$ cat config.mk
export PLATFORM = sky130hd
export DESIGN_NAME = ifetch_unit
export DESIGN_NICKNAME = d
export VERILOG_FILES = /design/src/rtl/pfrv_pkg.sv /design/src/rtl/fetch_buf.sv /design/src/rtl/ifetch_unit.sv
export SDC_FILE = /design/constraint.sdc
export NUM_CORES = 1
export LEC_CHECK = 0
export BUFFER_PORTS_ARGS = -buffer_cell sky130_fd_sc_hd__buf_4
export CORE_MARGIN = 4
export CORE_UTILIZATION = 32
export DETAILED_ROUTE_END_ITERATION = 10
export PLACE_DENSITY_LB_ADDON = 0.08
export REMOVE_ABC_BUFFERS = 1
export SYNTH_ARGS = -nofsm -noshare
export SYNTH_HDL_FRONTEND = slang
export SYNTH_HIERARCHICAL = 1
export SYNTH_SLANG_ARGS = --single-unit
export TNS_END_PERCENT = 30
$ cat constraint.sdc
create_clock -name clk -period 2.9 [get_ports clk]
set_input_delay 0.29 -clock clk [delete_from_list [all_inputs] [get_ports clk]]
set_output_delay 0.29 -clock clk [all_outputs]
set_load 0.1 [all_outputs]
$ cat src/rtl/pfrv_pkg.sv
// Shared types and constants for the pfr-v fetch path.
package pfrv_pkg;

  localparam int unsigned PcW    = 64;
  localparam int unsigned InstrW = 32;

  localparam logic [InstrW-1:0] NOP_INSTR = 32'h00000013;

  // One fetched instruction as handed to decode.
  typedef struct packed {
    logic [PcW-1:0]    pc;
    logic [InstrW-1:0] instr;
    logic              fault;
  } fetch_entry_t;

  typedef enum logic [0:0] {
    RUN,
    HALT
  } fetch_state_e;

endpackage

$ cat src/rtl/fetch_buf.sv
// Two-entry FIFO between fetch and decode. The head always lives in slot 0,
// so the head output comes straight from a register. Flush beats push.
module fetch_buf
  import pfrv_pkg::*;
#(
  parameter type entry_t = fetch_entry_t
) (
  input  logic       clk_i,
  input  logic       rst_ni,
  input  logic       flush_i,
  input  logic       push_i,
  input  entry_t     push_data_i,
  input  logic       pop_i,
  output logic [1:0] count_o,
  output entry_t     head_o
);

  entry_t     mem_q [2];
  entry_t     mem_d [2];
  logic [1:0] count_q, count_d;
  logic [1:0] wr_idx;
  logic       do_push, do_pop;

  // Next-state: shift on pop, write behind the surviving entries on push.
  always_comb begin
    mem_d   = mem_q;
    count_d = count_q;
    do_pop  = pop_i && (count_q != 2'd0);
    do_push = push_i && ((count_q != 2'd2) || do_pop);
    wr_idx  = count_q - (do_pop ? 2'd1 : 2'd0);
    if (flush_i) begin
      count_d = 2'd0;
    end else begin
      if (do_pop) begin
        mem_d[0] = mem_q[1];
      end
      if (do_push) begin
        mem_d[wr_idx[0]] = push_data_i;
      end
      count_d = count_q + (do_push ? 2'd1 : 2'd0) - (do_pop ? 2'd1 : 2'd0);
    end
  end

  // Storage and occupancy registers.
  always_ff @(posedge clk_i or negedge rst_ni) begin
    if (!rst_ni) begin
      count_q <= 2'd0;
      for (int i = 0; i < 2; i++) begin
        mem_q[i] <= '0;
      end
    end else begin
      count_q <= count_d;
      for (int i = 0; i < 2; i++) begin
        mem_q[i] <= mem_d[i];
      end
    end
  end

  assign count_o = count_q;
  assign head_o  = mem_q[0];

endmodule

$ cat src/rtl/ifetch_unit.sv
// Instruction fetch stage: owns the PC, reads the combinational ROM and feeds
// {pc, instr, fault} to decode through a two-entry buffer. Misaligned or
// out-of-range fetches deliver a NOP marked as a fault and halt until redirect.
module ifetch_unit
  import pfrv_pkg::*;
#(
  parameter int unsigned     N        = 32,
  parameter int unsigned     ADDR_W   = 8,
  parameter int unsigned     PC_W     = 64,
  parameter logic [PC_W-1:0] RESET_PC = 64'h0,
  parameter logic [N-1:0]    NOP      = NOP_INSTR
) (
  input  logic              clk,
  input  logic              rst_n,
  output logic [ADDR_W-1:0] imem_addr,
  input  logic [N-1:0]      imem_q,
  input  logic              redirect_valid,
  input  logic [PC_W-1:0]   redirect_pc,
  output logic              dec_valid,
  input  logic              dec_ready,
  output logic [N-1:0]      dec_instr,
  output logic [PC_W-1:0]   dec_pc,
  output logic              dec_fault
);

  fetch_state_e    state_q, state_d;
  logic [PC_W-1:0] pc_q, pc_d;
  logic [1:0]      count;
  logic            pop, push_ok, push, fault;
  fetch_entry_t    push_entry, head;

  assign imem_addr = pc_q[ADDR_W+1:2];
  assign pop       = dec_valid & dec_ready;
  assign push_ok   = (count < 2'd2) | pop;

  // Anything at or above 4*2^ADDR_W is unreachable; never wrap it into the ROM.
  assign fault = (pc_q[1:0] != 2'b00) || ((pc_q >> (ADDR_W + 2)) != '0);

  // Fetch control: redirect wins, otherwise push whenever there is room.
  always_comb begin
    state_d = state_q;
    pc_d    = pc_q;
    push    = 1'b0;
    if (redirect_valid) begin
      state_d = RUN;
      pc_d    = redirect_pc;
    end else if (state_q == RUN && push_ok) begin
      push = 1'b1;
      if (fault) begin
        state_d = HALT;
      end else begin
        pc_d = pc_q + PC_W'(4);
      end
    end
  end

  // Entry pushed this cycle; a faulting fetch substitutes the NOP word.
  always_comb begin
    push_entry.pc    = pc_q;
    push_entry.instr = fault ? NOP : imem_q;
    push_entry.fault = fault;
  end

  // PC and FSM state registers.
  always_ff @(posedge clk or negedge rst_n) begin
    if (!rst_n) begin
      state_q <= RUN;
      pc_q    <= RESET_PC;
    end else begin
      state_q <= state_d;
      pc_q    <= pc_d;
    end
  end

  fetch_buf #(
    .entry_t (fetch_entry_t)
  ) u_fetch_buf (
    .clk_i       (clk),
    .rst_ni      (rst_n),
    .flush_i     (redirect_valid),
    .push_i      (push),
    .push_data_i (push_entry),
    .pop_i       (pop),
    .count_o     (count),
    .head_o      (head)
  );

  assign dec_valid = (count != 2'd0);
  assign dec_pc    = head.pc;
  assign dec_instr = head.instr;
  assign dec_fault = head.fault;

endmodule
After elaboration in Yosys (flattened, before gate mapping) --
Index checks and enable logic that the tools add are counted.
Word-level totals: bits in registers 261, memories kept 0, latch bits 0, RAM bits 0, bits in read-only memories 0, output and inout port bits 106
Cells by class: add/sub/neg operators 4, $lt $le $gt $ge 3, reductions and logical operators 14, shifts and indexed selects 0, equal/unequal tests 2, div/mod/pow operators 0, mux-type cells 18, multiply operators 0, bitwise gates (word level) 5
Operators with widths (number):
- $mux W97 | 3
- $bwmux W194 | 1
- $mux W194 | 1
- $mux W64 | 3
- $demux W97 S1 | 1
- $add A64 B3 Y64 const B | 1
- $reduce_bool A64 Y1 | 1
- $mux W32 | 1
- $reduce_bool A2 Y1 | 4
- $mux W1 | 7
- $reduce_and A2 Y1 | 3
- $logic_and A1 B1 Y1 | 4
- $ne A2 B2 Y1 const B | 2
- $add A2 B1 Y2 | 1
- $ge A2 B2 Y1 const B | 1
- $logic_or A1 B1 Y1 | 2
- $lt A2 B1 Y1 const B | 1
- $lt A2 B2 Y1 const B | 1
- $mux W2 | 1
- $not A1 Y1 | 2
- $not A1 Y2 | 1
- $sub A2 B2 Y2 | 1
- $and A1 B1 Y1 | 1
- $or A1 B1 Y1 | 1
- $sub A1 B1 Y1 | 1

Depth between registers and ports, before layout --
Gate-level depths: netlist of run 1.
depth after elaboration 12, mapped depth 12, gate-level depth less buffers 9

By module --
The synthesis of run 1 kept the hierarchy.
Modules (own cells, without submodules):
- fetch_buf | cells each 791, seq. area each 4904.7 sq um, area each 9359.0 sq um, times used 1
- ifetch_unit | cells each 247, seq. area each 1626.6 sq um, area each 3010.4 sq um, times used 1

Worst setup path before layout of run 1 --
OpenSTA, ideal clock, no wires.
path type input port to flip-flop, start point input port redirect_valid, end point register u_fetch_buf.count_q[0] (netlist: u_fetch_buf/count_o[0]), library setup time 118 ps, slack 475 ps, arrival 2308 ps, stages 11, cells stage by stage clkbuf_1 -> clkbuf_1 -> buf_1 -> nor2_1 -> buf_2 -> buf_1 -> o21ai_0 -> ha_1 -> inv_1 -> ha_1 -> nor2b_1
Between the ends: word-level cells in the longest chain between the ends 6
RTL lines:
- from (decl) | line ifetch_unit.sv:17 | input logic redirect_valid,
- $mux W1 | line ifetch_unit.sv:44 | if (redirect_valid) begin
- named net push | line ifetch_unit.sv:29 | logic pop, push_ok, push, fault;
- $logic_and A1 B1 Y1 | line fetch_buf.sv:29 | do_push = push_i && ((count_q != 2'd2) || do_pop);
- $mux W1 | line fetch_buf.sv:40 | count_d = count_q + (do_push ? 2'd1 : 2'd0) - (do_pop ? 2'd1 : 2'd0);
- $add A2 B1 Y2 | line fetch_buf.sv:40
- $sub A2 B2 Y2 | line fetch_buf.sv:40
- $mux W2 | line fetch_buf.sv:31 | if (flush_i) begin
- named net u_fetch_buf.count_d[0] | line fetch_buf.sv:20 | logic [1:0] count_q, count_d;
- to (signal assigned) | line fetch_buf.sv:52 | count_q <= count_d;
- to (decl) | line fetch_buf.sv:20
The timed path passes the listed nets, and every way through them passes these cells. A chain may end at the register's enable or synchronous reset.

Worst setup path after layout of run 1 --
start point register pc_q[36], end point register pc_q[5]
Between the ends: word-level cells in the longest chain between the ends 4
RTL lines:
- from (decl) | line ifetch_unit.sv:27 | logic [PC_W-1:0] pc_q, pc_d;
- from (signal assigned) | line ifetch_unit.sv:71 | pc_q <= pc_d;
- $reduce_bool A64 Y1 | line ifetch_unit.sv:37 | assign fault = (pc_q[1:0] != 2'b00) || ((pc_q >> (ADDR_W + 2)) != '0);
- $logic_or A1 B1 Y1 | line ifetch_unit.sv:37
- $ne A2 B2 Y1 (no line)
- $reduce_and A2 Y1 (no line)
No other way between the ends.

==> qor.yml, run 1 <==
synth:
  synth_area_leaders: "dfrtp_1, mux2_2, a22oi_1"
  synthFlopType: "dfrtp_1"
  synth_area_per_cell_um2: 11.92
  synthAdderAreaFrac_pct: 0.3035
  synth_area_leader_cell: "dfrtp_1"
  synth.most_common_cell: "dfrtp_1"
  synth_compound_area_share_pct: 10.27
  muxShareOfSynthArea_pct: 17.87
  synth-xor-area-share_pct: 0.1416
  synth_top_family_by_area: "multiplexers"
  ys_seq_elements: 261
  yosys.area_share.simple_pct: 8.790
  synth.distinct_cells: 39
  synthCells: 1038
  ys_async_sr_fraction_pct: 100.0
  ys_warn_count: 6
  yosysSeqAreaShare_pct: 52.80
  netlist_area_mm2: 0.01237
  synth_edf_count: 0
  yosysTopAreaCellShare_pct: 52.80
  synth_commonest_cells: "dfrtp_1, mux2_2, nand2_1"
drt:
  dr.pass1.iters: 5
  routed_via_density: 4.805
  drc: 0
  wl_per_cell_um: 20.14
  ant_nets: 0
  totalWireLength_um: 33730
  drt_iter0_markers: 369
  vias: 8049
die:
  row_count: 71
  die_h_um: 204.6
  core_mm2: 0.03793
  ios: 206
  die_area_mm2: 0.04186
  die_x_um: 204.6
  initial_core_util_pct: 32.61
clocking:
  clockRootBuffer: "clkbuf_16"
  path_clk_slew_ns: 0.05
  htree_levels: 2
  tritoncts: "yes"
  numCtsBuffers: 34
  clock_sinks: 261
  clock_path_buffers: 3
  clkLatencyLatePin_ns: 0.50
grt:
  grt_pass1_vias: 8433
  antenna_found_initial: 0
  grt_pass1_wl_um: 52310
  grt_use_total_pct: 15.89
  grt_overflow_total: 0
  grt_max_degree: 61
setup_path:
  crit_slowest_cell: "nor4_1"
  worstSetupEndpointType: "flop"
  start_kind: "flop"
  required_ns: 3.32
  path_cells: "nor4_1 > nand4_1 > nor4_4 > inv_2 > or4_1 > a31oi_1"
  arrival_ns: 3.02
  worstSetupPathType: "reg -> reg"
  critPathMaxStageDelay_ns: 0.53
  crit_fanout: 18
timing:
  rsz0062_at_grt: "false"
  whs_ns: 0.02222
  fin_ws_ns: 0.2958
  slew_headroom_pct: 55.48
  clock_skew_ns: 0.01143
  tns_ns: 0
  drv_slew: 0
  max_freq_mhz: 384.0
  fin_crit_ns: 2.604
  setup_viol: 0
  worstMarginPinSlew_ns: 0.6677
  period_share_pct: 89.80
  hold_viol_final: 0
hold_path:
  hp-class: "in -> reg"
outcome:
  status: "completed"
run:
  cap_viol_max_count: 0
cells_and_area:
  drive_gt1_share_pct: 40.98
  area_growth_pct: 20.56
  fin_nets: 1243
  fin_util_pct: 39.31
  fin_area_mm2: 0.01491
  antenna_cells: 0
  n_fill_cell: 3711
placed_design:
  place_area_mm2: 0.01372
  dpl.hpwl_um: 21040
  gp_congestion: 0.7109
  io_buffers: 205
  post-place-ws_ns: 0.05458
pwr:
  ir_drop_mv: 0.7268
  p_leak_nw: 6.926
  power_density_mw_per_mm2: 1032
[power by group]
part           internal (mW)  switching (mW)
logic                   1.61            4.24
clock network           2.67            1.57
registers               4.61           0.684
[critical path, delay by kind of cell, from the launching register on]
kind / cells / cell delay, ns
AO/OA/AOI/OAI: 1 / 0.17
AND/OR/NAND/NOR: 4 / 1.74
buffers and inverters: 1 / 0.20
flip-flops: 1 / 0.42
[cells by family after synthesis]
group | count (synthesis)
AOI/OAI and AO/OA | 184
muxes | 185
adders and majority gates | 3
and+or+nand+nor | 228
xor gates and xnor gates | 2
buffers and inverters | 175
DFF | 261
[stage by stage]
stage | power (mW) | std cells
finish | 15.39 | 1675
floorplan | 9.673 | 867
CTS | 15.60 | 1675
global placement | 11.21 | 1610
detailed placement | 11.26 | 1610
global route | 16.11 | 1675
[timing repair]
item                                   4_1_cts  5_1_grt
gates resized for setup                      0        1
setup endpoints to repair                    0        4
buffers inserted                             0        0
endpoints found under the hold margin       59        0
hold buffers                                 5        0
[metal layers]
| metal | global-route usage (%) | part of all wire (%) | vias to the layer above |
|---|---|---|---|
| met1 | 22.58 | 48 | 4064 |
| met5 | 0 | 0 | - |
| met3 | 3.039 | 4.3 | 30 |
| li1 | - | - | 3788 |
| met2 | 25.55 | 46 | 167 |
| met4 | 3.159 | 1.4 | 0 |
[path summary, 6_finish.rpt]
path / start / to / slack [ns] / cells after the start
setup / recovery: pc_q[36] / pc_q[5] / 0.30 / 6
hold reg to reg: u_fetch_buf/head_o[16] / u_fetch_buf/head_o[16] / 0.46 / 2
setup reg to reg: pc_q[36] / pc_q[5] / 0.30 / 6
min in group asynchronous: rst_n / u_fetch_buf/head_o[13] / 0.33 / 2
hold / removal: redirect_pc[39] / pc_q[39] / 0.02 / 2
max in group asynchronous: rst_n / u_fetch_buf/head_o[7] / 1.79 / 3
[cells in the final DEF, fill, tap and decap left out, types with 10 or more instances in the layout]
cell type    n
mux2_4      31
nor2_1      10
nor4_1      14
a22oi_1    127
and2_1      31
clkbuf_1    12
clkbuf_16   37
clkbuf_8    10
mux2_2     153
nand2_1    138
buf_4      222
dfrtp_1    260
o21ai_0     38
[final cells by class]
type | count | area [µm²] | share of cell area (%)
flip-flops and latches | 261 | 6533 | 43.80
multi-input cells | 602 | 4676 | 31.35
repair buffers | 237 | 1912 | 12.82
clock buffers | 59 | 1109 | 7.433
well taps | 511 | 639.4 | 4.287
clock inverters | 1 | 30.03 | 0.2014
inverters | 4 | 15.01 | 0.1007
Note: power is estimated with default switching activity, not from simulation.
==> inputs of run 2 (changes only) <==
SKIP_CTS_REPAIR_TIMING = 1   (was not set)
SYNTH_HIERARCHICAL = not set   (was 1)
==> qor.yml, run 2 <==
clocking:
  tritoncts: "yes"
  clock_sinks: 261  # unchanged
  clkLatencyLatePin_ns: 0.56  # +0.06 ns
  clockRootBuffer: "clkbuf_16"
  htree_levels: 1  # -1
  clock_path_buffers: 3  # unchanged
  numCtsBuffers: 31  # -8.8%
  path_clk_slew_ns: 0.06  # about the same
setup_path:
  cp_common_cell: "inv_1"
  r2r_start: "u_fetch_buf.count_o[1]"
  r2r_cells: 9  # +3
  start_kind: "flop"
  crit_start: "u_fetch_buf.count_o[1]"
  path_cells: "o21ai_1 > inv_1 > ha_1 > inv_1 > nor4_4 > buf_4 > buf_4 > a222oi_1 > inv_1"
  worstSetupEndpoint: "u_fetch_buf.head_o[72]"
  reg2reg_to: "u_fetch_buf.head_o[72]"
  crit_slowest_cell: "buf_4"
  critPathMaxStageDelay_ns: 0.42  # -0.11 ns
  worstSetupPathType: "reg -> reg"
  arrival_ns: 3.04  # +0.02 ns
  worstSetupEndpointType: "flop"
  crit_fanout: 38  # +20
  ff2ff_setup_slack_ns: 0.35  # +0.05 ns
  required_ns: 3.38  # +0.06 ns
timing:
  hold_viol_final: 0  # unchanged
  worstMarginPinSlew_ns: 0.6941  # +0.02637 ns
  rsz0062_at_grt: "false"
  max_freq_mhz: 391.8  # +2.0%
  clock_skew_ns: 0.01298  # +0.001542 ns
  tns_ns: 0  # unchanged
  slew_headroom_pct: 53.58  # -1.9 points
  fin_crit_ns: 2.552  # -0.05185 ns
  setup_viol: 0  # unchanged
  period_share_pct: 88.01  # -1.8 points
  drv_slew: 0  # unchanged
  fin_ws_ns: 0.3476  # +0.05185 ns
  whs_ns: 0.005370  # -0.01685 ns
die:
  core_mm2: 0.03557  # -6.2%
  row_count: 69  # -2.8%
  initial_core_util_pct: 32.49  # -0.12 points
  ios: 206  # unchanged
  die_h_um: 198.0  # -3.2%
  die_x_um: 198.0  # -3.2%
  die_area_mm2: 0.03922  # -6.3%
cells_and_area:
  regArea_mm2: 0.006531  # about the same
  fin_cells: 1762  # +5.2%
  final_common_cell: "dfrtp_1"
  multi_input_area_mm2: 0.003643  # -22%
  fin_nets: 1382  # +11%
  drive_gt1_share_pct: 26.44  # -15 points
  final_cell_mix: "dfrtp_1, nand2_1, buf_4, dlygate4sd3_1, inv_1"
  n_fill_cell: 3487  # -6.0%
  fin_util_pct: 41.71  # +2.4 points
  fin_area_mm2: 0.01483  # -0.53%
  antenna_cells: 0  # unchanged
  area_growth_pct: 28.35
placed_design:
  post-place-ws_ns: 0.1763  # +0.1217 ns
  io_buffers: 205  # unchanged
  gp_congestion: 0.6970  # -2.0%
  dpl.cell_count: 1612  # +0.12%
  dpl.hpwl_um: 20130  # -4.4%
  place_area_mm2: 0.01290  # -6.0%
synth:
  netlist_area_mm2: 0.01156  # -6.6%
  yosysSeqAreaShare_pct: 56.51  # +3.7 points
  synth.most_common_cell: "dfrtp_1"
  synth_edf_count: 0  # unchanged
  ys_async_sr_fraction_pct: 100.0  # unchanged
  ys_warn_count: 0  # -6
  synthCells: 1098  # +5.8%
  synth.distinct_cells: 45  # +15%
  synth_commonest_cells: "dfrtp_1, nand2_1, buf_4"
  synth_area_per_cell_um2: 10.53  # -12%
  ys_seq_elements: 261  # unchanged
  synth_area_leaders: "dfrtp_1, nand2_1, buf_4"
  synth_area_leader_cell: "dfrtp_1"
  synthFlopType: "dfrtp_1"
  yosysTopAreaCellShare_pct: 56.51  # +3.7 points
pwr:
  p_leak_nw: 7.163  # +3.4%
  power_density_mw_per_mm2: 1102  # +6.8%
  ir_drop_mv: 0.7734  # +6.4%
  design_power_total_mw: 16.34  # +6.2%
grt:
  grt_use_total_pct: 15.78  # -0.11 points
  grt_pass1_vias: 8217  # -2.6%
  grt_overflow_total: 0  # unchanged
  grt_pass1_wl_um: 49560  # -5.3%
  antenna_found_initial: 0  # unchanged
  grt_max_degree: 84  # +38%
drt:
  drc: 0  # unchanged
  totalWireLength_um: 32330  # -4.2%
  ant_nets: 0  # unchanged
  routed_via_density: 4.844  # +0.81%
  vias: 8536  # +6.1%
  drt_iter0_markers: 614  # +66%
  dr.pass1.iters: 8  # +3
  wl_per_cell_um: 18.35  # -8.9%
outcome:
  status: "completed"
run:
  cap_viol_max_count: 0  # unchanged
hold_path:
  hp-class: "in -> reg"
[run 2: cell count changes in the layout (fill, tap and decap cells not counted), moves of 64 or more]
cell	previous run	this run
dlygate4sd3_1	5	93
nand2_1	138	252
inv_1	3	77
a22oi_1	127	1
mux2_2	153	55
a222oi_1	0	64
[run 2: logic make-up (layout without fill, tap and decap cells)]
group                    count (synthesis)  count (layout)  synth area share [%]
XOR/XNOR                                 2               2                0.1516
flip-flops                             261             261                 56.51
buffers and inverters                  252             455                 12.22
multiplexers                            84              84                 7.870
adder cells (fa/ha/maj)                  3               3                0.3248
AND/OR/NAND/NOR                        365             365                 13.89
AO/OA/AOI/OAI                          131             131                 9.029
[run 2: worst min-delay path by stage]
stage,endpoint,slack [ns],start,cells past startpoint
final,pc_q[10],0.005,redirect_pc[10],3
after global routing,pc_q[10],0.008,redirect_pc[10],3
after CTS,u_fetch_buf.head_o[25],-0.31,rst_n,1
after detailed placement,u_fetch_buf.head_o[25],0.30,rst_n,1
after global placement,u_fetch_buf.head_o[25],0.29,rst_n,1
after floorplan,asynchronous set/reset pin,-0.006,rst_n,0
[run 2: worst max-delay path: cells and delay by family, from the launching register on]
kind,cells,cell delay (ns)
flops,1,0.41
buf+inv,5,0.97
simple gates,1,0.35
fa+ha+maj,1,0.37
compound gates,2,0.37
[run 2: layout make-up]
type / count / share of cell area [%]
Clock inverter: 6 / 0.2530
Multi-Input combinational cell: 585 / 24.56
Tap cell: 461 / 3.888
Clock buffer: 49 / 6.427
Sequential cell: 261 / 44.03
Inverter: 77 / 1.948
Timing Repair Buffer: 323 / 18.89
[run 2: power breakdown]
part,total [mW],internal (mW),leakage (nW),switching (mW)
combinational,7.25,1.79,3.42,5.46
clock,3.76,2.23,0.494,1.53
sequential,5.32,4.66,3.25,0.668
total,16.3,8.68,7.16,7.66
[run 2: metal layers]
metal	wire, µm	global-route usage, %	up-vias
met2	14550	24.28	249
li1	-	-	4043
met3	2165	4.118	39
met1	15180	22.84	4205
met5	0	0	-
met4	437	2.780	0
